<file path="config.mk">
export PLATFORM = sky130hd
export DESIGN_NAME = snake_step_ctrl_flat
export DESIGN_NICKNAME = d
export VERILOG_FILES = /design/src/rtl/snake_step_ctrl_if.sv /design/src/rtl/snake_step_ctrl.sv /design/src/flat_wrapper.sv
export SDC_FILE = /design/constraint.sdc
export NUM_CORES = 1
export LEC_CHECK = 0
export BUFFER_PORTS_ARGS = -buffer_cell sky130_fd_sc_hd__buf_2
export CORE_MARGIN = 5
export CORE_UTILIZATION = 33
export DETAILED_ROUTE_END_ITERATION = 12
export PLACE_DENSITY_LB_ADDON = 0.2
export REMOVE_ABC_BUFFERS = 1
export SYNTH_ARGS = -nofsm -noshare
export SYNTH_HDL_FRONTEND = slang
export SYNTH_SLANG_ARGS = --single-unit
</file>
<file path="constraint.sdc">
create_clock -name clk -period 2.85 [get_ports clk]
set_input_delay 0.57 -clock clk [delete_from_list [all_inputs] [get_ports clk]]
set_output_delay 0.57 -clock clk [all_outputs]
set_load 0.1 [all_outputs]
</file>
<file path="src/rtl/snake_step_ctrl_if.sv">
// Handshake bundle between the snake step controller and the game logic around it.
// master drives the sync, buttons and game controls; slave is the controller.
interface snake_step_ctrl_if;
    logic       v_sync;
    logic       btn_up;
    logic       btn_down;
    logic       btn_left;
    logic       btn_right;
    logic       start;
    logic       pause;
    logic       collide;
    logic [9:0] head_x;
    logic [9:0] head_y;
    logic [1:0] direction;
    logic       step;
    logic [1:0] state;
    logic       dead;

    modport master (
        output v_sync, btn_up, btn_down, btn_left, btn_right, start, pause, collide,
        input  head_x, head_y, direction, step, state, dead
    );

    modport slave (
        input  v_sync, btn_up, btn_down, btn_left, btn_right, start, pause, collide,
        output head_x, head_y, direction, step, state, dead
    );
endinterface

</file>
<file path="src/rtl/snake_step_ctrl.sv">
// Snake game sequencer: frame-rate head stepping, direction arbitration, run/pause/dead state.
// Define SNAKE_WRAP_EN to make the head wrap at the screen edges instead of dying.
module snake_step_ctrl #(
    parameter int FRAMES_PER_STEP = 10,
    parameter int GRID            = 10,
    parameter int X_MAX           = 640,
    parameter int Y_MAX           = 480,
    parameter int START_X         = 320,
    parameter int START_Y         = 240
) (
    input logic              clk,
    input logic              reset,
    snake_step_ctrl_if.slave bus
);
    typedef enum logic [1:0] {
        ST_IDLE  = 2'd0,
        ST_RUN   = 2'd1,
        ST_PAUSE = 2'd2,
        ST_DEAD  = 2'd3
    } state_t;

    localparam logic [1:0]  DIR_UP    = 2'd0;
    localparam logic [1:0]  DIR_LEFT  = 2'd1;
    localparam logic [1:0]  DIR_RIGHT = 2'd2;
    localparam logic [1:0]  DIR_DOWN  = 2'd3;
    localparam logic [10:0] L_GRID11  = 11'(GRID);
    localparam logic [10:0] L_XLIM11  = 11'(X_MAX - GRID);
    localparam logic [10:0] L_YLIM11  = 11'(Y_MAX - GRID);
    localparam logic [9:0]  L_GRID10  = 10'(GRID);
    localparam logic [9:0]  L_START_X = 10'(START_X);
    localparam logic [9:0]  L_START_Y = 10'(START_Y);
    localparam logic [5:0]  L_LAST    = 6'(FRAMES_PER_STEP - 1);
`ifdef SNAKE_WRAP_EN
    localparam logic [9:0]  L_XLIM10  = 10'(X_MAX - GRID);
    localparam logic [9:0]  L_YLIM10  = 10'(Y_MAX - GRID);
`endif

    logic       r_syncMeta, r_sync, r_syncDly;
    logic       w_frameTick;
    state_t     r_state, w_nextState;
    logic [5:0] r_count, w_nextCount;
    logic [9:0] r_headX, r_headY, w_nextX, w_nextY, w_moveX, w_moveY;
    logic [1:0] r_dir, r_pendDir, w_nextDir, w_nextPend, w_cand;
    logic       r_step, w_nextStep;
    logic       w_oneBtn, w_hitWall;

    // v_sync is asynchronous: two flops to settle it, a third to find the rising edge
    always_ff @(posedge clk) begin
        if (reset) begin
            r_syncMeta <= 1'b0;
            r_sync     <= 1'b0;
            r_syncDly  <= 1'b0;
        end else begin
            r_syncMeta <= bus.v_sync;
            r_sync     <= r_syncMeta;
            r_syncDly  <= r_sync;
        end
    end

    assign w_frameTick = r_sync & ~r_syncDly;

    always_comb begin
        w_oneBtn = 1'b1;
        w_cand   = DIR_UP;
        case ({bus.btn_down, bus.btn_right, bus.btn_left, bus.btn_up})
            4'b0001: w_cand = DIR_UP;
            4'b0010: w_cand = DIR_LEFT;
            4'b0100: w_cand = DIR_RIGHT;
            4'b1000: w_cand = DIR_DOWN;
            default: w_oneBtn = 1'b0;
        endcase
    end

    // Wall test in 11 bits so the right/bottom edge sum cannot overflow
    always_comb begin
        w_hitWall = 1'b0;
        w_moveX   = r_headX;
        w_moveY   = r_headY;
        case (r_pendDir)
            DIR_UP: begin
                w_hitWall = ({1'b0, r_headY} < L_GRID11);
                w_moveY   = r_headY - L_GRID10;
`ifdef SNAKE_WRAP_EN
                if (w_hitWall) w_moveY = L_YLIM10;
`endif
            end
            DIR_LEFT: begin
                w_hitWall = ({1'b0, r_headX} < L_GRID11);
                w_moveX   = r_headX - L_GRID10;
`ifdef SNAKE_WRAP_EN
                if (w_hitWall) w_moveX = L_XLIM10;
`endif
            end
            DIR_RIGHT: begin
                w_hitWall = (({1'b0, r_headX} + L_GRID11) > L_XLIM11);
                w_moveX   = r_headX + L_GRID10;
`ifdef SNAKE_WRAP_EN
                if (w_hitWall) w_moveX = '0;
`endif
            end
            default: begin
                w_hitWall = (({1'b0, r_headY} + L_GRID11) > L_YLIM11);
                w_moveY   = r_headY + L_GRID10;
`ifdef SNAKE_WRAP_EN
                if (w_hitWall) w_moveY = '0;
`endif
            end
        endcase
    end

    // Collide outranks pause, which outranks the stepping tick
    always_comb begin
        w_nextState = r_state;
        w_nextCount = r_count;
        w_nextX     = r_headX;
        w_nextY     = r_headY;
        w_nextDir   = r_dir;
        w_nextPend  = r_pendDir;
        w_nextStep  = 1'b0;
        case (r_state)
            ST_IDLE: begin
                w_nextCount = '0;
                if (bus.start) w_nextState = ST_RUN;
            end
            ST_RUN: begin
                if (bus.collide) begin
                    w_nextState = ST_DEAD;
                end else if (bus.pause) begin
                    w_nextState = ST_PAUSE;
                end else begin
                    if (w_oneBtn && (w_cand != ~r_dir)) w_nextPend = w_cand;
                    if (w_frameTick) begin
                        if (r_count == L_LAST) begin
                            w_nextCount = '0;
                            w_nextDir   = r_pendDir;
`ifdef SNAKE_WRAP_EN
                            w_nextX    = w_moveX;
                            w_nextY    = w_moveY;
                            w_nextStep = 1'b1;
`else
                            if (w_hitWall) begin
                                w_nextState = ST_DEAD;
                            end else begin
                                w_nextX    = w_moveX;
                                w_nextY    = w_moveY;
                                w_nextStep = 1'b1;
                            end
`endif
                        end else begin
                            w_nextCount = r_count + 6'd1;
                        end
                    end
                end
            end
            ST_PAUSE: begin
                if (!bus.pause) w_nextState = ST_RUN;
            end
            default: begin
                if (bus.start) begin
                    w_nextState = ST_IDLE;
                    w_nextCount = '0;
                    w_nextX     = L_START_X;
                    w_nextY     = L_START_Y;
                    w_nextDir   = DIR_RIGHT;
                    w_nextPend  = DIR_RIGHT;
                end
            end
        endcase
    end

    always_ff @(posedge clk) begin
        if (reset) begin
            r_state   <= ST_IDLE;
            r_count   <= '0;
            r_headX   <= L_START_X;
            r_headY   <= L_START_Y;
            r_dir     <= DIR_RIGHT;
            r_pendDir <= DIR_RIGHT;
            r_step    <= 1'b0;
        end else begin
            r_state   <= w_nextState;
            r_count   <= w_nextCount;
            r_headX   <= w_nextX;
            r_headY   <= w_nextY;
            r_dir     <= w_nextDir;
            r_pendDir <= w_nextPend;
            r_step    <= w_nextStep;
        end
    end

    assign bus.head_x    = r_headX;
    assign bus.head_y    = r_headY;
    assign bus.direction = r_dir;
    assign bus.step      = r_step;
    assign bus.state     = r_state;
    assign bus.dead      = (r_state == ST_DEAD);
endmodule

</file>
<file path="src/flat_wrapper.sv">
// flat-port wrapper written by rule: the top's interface ports become plain ports
module snake_step_ctrl_flat 
#(
    parameter int FRAMES_PER_STEP = 10,
    parameter int GRID            = 10,
    parameter int X_MAX           = 640,
    parameter int Y_MAX           = 480,
    parameter int START_X         = 320,
    parameter int START_Y         = 240
)
  (clk, reset, bus_v_sync, bus_btn_up, bus_btn_down, bus_btn_left, bus_btn_right, bus_start, bus_pause, bus_collide, bus_head_x, bus_head_y, bus_direction, bus_step, bus_state, bus_dead);
  snake_step_ctrl_if bus_i ();
  input logic clk;
  input logic reset;
  input wire logic [$bits(bus_i.v_sync)-1:0] bus_v_sync;
  input wire logic [$bits(bus_i.btn_up)-1:0] bus_btn_up;
  input wire logic [$bits(bus_i.btn_down)-1:0] bus_btn_down;
  input wire logic [$bits(bus_i.btn_left)-1:0] bus_btn_left;
  input wire logic [$bits(bus_i.btn_right)-1:0] bus_btn_right;
  input wire logic [$bits(bus_i.start)-1:0] bus_start;
  input wire logic [$bits(bus_i.pause)-1:0] bus_pause;
  input wire logic [$bits(bus_i.collide)-1:0] bus_collide;
  output wire logic [$bits(bus_i.head_x)-1:0] bus_head_x;
  output wire logic [$bits(bus_i.head_y)-1:0] bus_head_y;
  output wire logic [$bits(bus_i.direction)-1:0] bus_direction;
  output wire logic [$bits(bus_i.step)-1:0] bus_step;
  output wire logic [$bits(bus_i.state)-1:0] bus_state;
  output wire logic [$bits(bus_i.dead)-1:0] bus_dead;
  assign bus_i.v_sync = bus_v_sync;
  assign bus_i.btn_up = bus_btn_up;
  assign bus_i.btn_down = bus_btn_down;
  assign bus_i.btn_left = bus_btn_left;
  assign bus_i.btn_right = bus_btn_right;
  assign bus_i.start = bus_start;
  assign bus_i.pause = bus_pause;
  assign bus_i.collide = bus_collide;
  assign bus_head_x = bus_i.head_x;
  assign bus_head_y = bus_i.head_y;
  assign bus_direction = bus_i.direction;
  assign bus_step = bus_i.step;
  assign bus_state = bus_i.state;
  assign bus_dead = bus_i.dead;
  snake_step_ctrl #(.FRAMES_PER_STEP(FRAMES_PER_STEP), .GRID(GRID), .X_MAX(X_MAX), .Y_MAX(Y_MAX), .START_X(START_X), .START_Y(START_Y)) u_core (.clk(clk), .reset(reset), .bus(bus_i));
endmodule
</file>
==> impl_metrics.py <==
metrics = {
    "outcome": {
        "status": "finished, final reports clean",
    },
    "placed_design": {
        "hpwl_um": 5050,
        "postPlaceCellArea_um2": 2910,
        "port_buffers": 33,
        "dp.cells": 461,
        "routabilityCongestion": 0.834,
    },
    "timing": {
        "final.period_utilization": 0.925,
        "period_minus_slack_ps": 2640,
        "finalSetupViolCount": 0,
        "rsz0062_at_grt": "no",
        "fmax_mhz": 379,
        "hold_viol": 0,
        "finalMaxSlewViolations": 0,
        "worst_pin_slew_ps": 546,
        "relSlewSlack": 0.636,
        "finalClockSkew_ps": 4.20,
    },
    "clocking": {
        "cts_sinks": 34,
        "clkTransAtPathRegs_ps": 80,
        "ctsHtreeMaxLevel": 2,
        "ctsHoldBuffers": 0,
        "clkLatencyLatePin_ps": 290,
        "clockBufferDepth": 2,
        "post_cts_resized": 0,
        "cts_setup_buffers": 0,
        "cts-root-buf": "clkbuf_8",
        "cts_buffers": 5,
        "cts_tree": "done",
    },
    "power": {
        "p_leak_nw": 1.16,
        "p_int_mw": 0.790,
        "fin_total_pwr_mw": 1.10,
        "p_per_area_nw_per_um2": 361,
        "clkPwrFrac": 0.417,
        "irDropWorstVdd_uv": 258,
        "power_frac_comb": 0.133,
        "seq_power_share": 0.450,
        "p_switching_mw": 0.311,
        "swShare": 0.282,
    },
    "route": {
        "first_pass_iters": 4,
        "wl_um": 6810,
        "vias": 2493,
        "ant_nets": 0,
        "drcViolationCount": 0,
        "drt_iter0_markers": 94,
        "via_per_inst": 5.29,
        "wl_per_cell_um": 14.5,
    },
    "yosys": {
        "async_flop_share": 0,
        "ys_types": 72,
        "seq_area_frac_synth": 0.254,
        "synth.largest_area_cell": "dfxtp_1",
        "ys.flop_type": "dfxtp_1",
        "ys_warn_count": 0,
        "synth.ff_latch_count": 34,
        "synthTopCellsByArea": "dfxtp_1 25%, ha_1 5.6%, nor2_1 4.8%",
        "postSynthCellCount": 338,
        "syn_area_um2": 2680,
        "syn_avg_cell_area_um2": 7.92,
        "synth_edf_count": 0,
        "synth_top_cells_by_count": "34 x dfxtp_1, 34 x nor2_1, 25 x nand2_1",
        "yosysTopAreaCellShare": 0.254,
    },
    "layout": {
        "area_growth_pct": 13.9,
        "final_cells": 471,
        "final_cell_area_um2": 3050,
        "ff_latch_area_um2": 681,
        "fillCellCount": 797,
        "fin_util": 0.391,
        "multi_input_area_um2": 1790,
        "antennaDiodeCount": 0,
        "final_layout_size_suffix_gt1_frac": 0.209,
        "fin_nets": 390,
    },
    "job": {
        "maxCapViolCount": 0,
    },
    "setup_path": {
        "cp_max_fo": 10,
        "r2r_slack_ps": 210,
        "cp-start-kind": "flip-flop",
        "worstSetupPathType": "reg2reg",
        "reg2regPathDepth": 8,
        "critical_path_arrival_ps": 2860,
        "crit_path_end_kind": "flip-flop",
        "critPathRequiredTime_ps": 3070,
    },
    "global_route": {
        "gr-total-overflow": 0,
        "gr-usage-all-layers": 0.135,
        "grt_pass1_wl_um": 11100,
        "antenna_found_initial": 0,
        "grt_pass1_vias": 2288,
        "grt_start_max_net_pins": 18,
    },
    "die": {
        "start_util": 0.343,
        "num_io_pins": 36,
        "rows": 32,
        "die_y_um": 100,
        "die_w_um": 100,
        "core_um2": 7810,
        "fp.dieArea_um2": 10000,
    },
    "hold_path": {
        "hold_class": "reg2reg",
        "holdPathStages": 1,
    },
}
## critical path: stages (launching register included)
cell      delay (ps)
dfxtp_1          380
ha_1             300
o2111a_1         320
nor3_1           160
a31oi_1           80
o211ai_2         350
a22oi_2          270
or4_1            540
a31oi_1          160
## final timing paths
| path | startpoint | to |
|---|---|---|
| min reg2reg | u_core.r_syncMeta | u_core.r_sync |
| max | u_core.bus.head_x[1] | u_core.bus.head_x[7] |
| max reg2reg | u_core.bus.head_x[1] | u_core.bus.head_x[7] |
| min | u_core.r_syncMeta | u_core.r_sync |
## metrics by stage
| step | setup TNS [ps] | hold slack (ps) | setup WS [ps] |
|---|---|---|---|
| after floorplan | -5790 | 414 | -487 |
| after global placement | 0 | 417 | 213 |
| after detailed placement | 0 | 428 | 156 |
| after CTS | 0 | 446 | 137 |
| after global routing | 0 | 467 | 42.7 |
| final | 0 | 443 | 214 |
## layer usage
| metal | global-route usage | vias up | share of wire |
|---|---|---|---|
| li1 | - | 1297 | - |
| met4 | 0.0373 | 0 | 0.010 |
| met2 | 0.208 | 41 | 0.44 |
| met3 | 0.0250 | 5 | 0.033 |
| met1 | 0.194 | 1150 | 0.52 |
| met5 | 0 | - | 0 |
## layout make-up
type,count,area share
Clock buffer,5,0.0226
Sequential cell,34,0.223
Clock inverter,3,0.0148
Multi-Input combinational cell,265,0.588
Inverter,16,0.0197
Timing Repair Buffer,46,0.0903
Tap cell,102,0.0419
## kinds of logic after synthesis
logic type | after synthesis | synth area share
adder cells (fa/ha/maj) | 12 | 0.0561
other | 1 | 0.00140
flip-flops | 34 | 0.254
AO/OA/AOI/OAI | 94 | 0.271
AND/OR/NAND/NOR | 137 | 0.271
buffers and inverters | 40 | 0.0780
XOR/XNOR | 15 | 0.0491
multiplexers | 5 | 0.0192
## power groups by stage
stage | clock network, mW | registers (mW) | logic [mW]
finish | 0.459 | 0.495 | 0.146
detailed placement | 0 | 0.506 | 0.146
global placement | 0 | 0.506 | 0.145
global route | 0.492 | 0.498 | 0.161
CTS | 0.474 | 0.495 | 0.146
floorplan | 0 | 0.522 | 0.0818
## cell usage in the layout (no fill, tap or decap), types with 3 or more instances in the layout
master,instances
nor4b_1,3
o31ai_1,7
or2_2,6
dfxtp_1,34
o21ai_0,12
or3_1,4
nor3_1,12
inv_1,16
or4_1,7
mux2i_1,4
nand4_1,3
clkbuf_8,5
ha_1,12
nor2_1,34
xor2_1,9
o211ai_1,6
nand3_1,13
nor4_1,6
a31oi_1,12
o21a_1,3
o31a_1,3
buf_2,33
nand2b_1,5
buf_4,12
nor2b_1,7
a21oi_1,15
xnor2_1,6
nand2_1,25
a211oi_1,3
## registers in the layout, indices dropped and copies added, names as in the netlist
register              cells
u_core.r_pendDir          2
u_core.r_syncMeta         1
u_core.r_syncDly          1
u_core.r_count            6
u_core.bus.head_x         9
u_core.r_sync             1
u_core.bus.direction      2
u_core.bus.state          2
u_core.bus.step           1
u_core.bus.head_y         9
No activity file was read; power rests on OpenSTA's default activity.
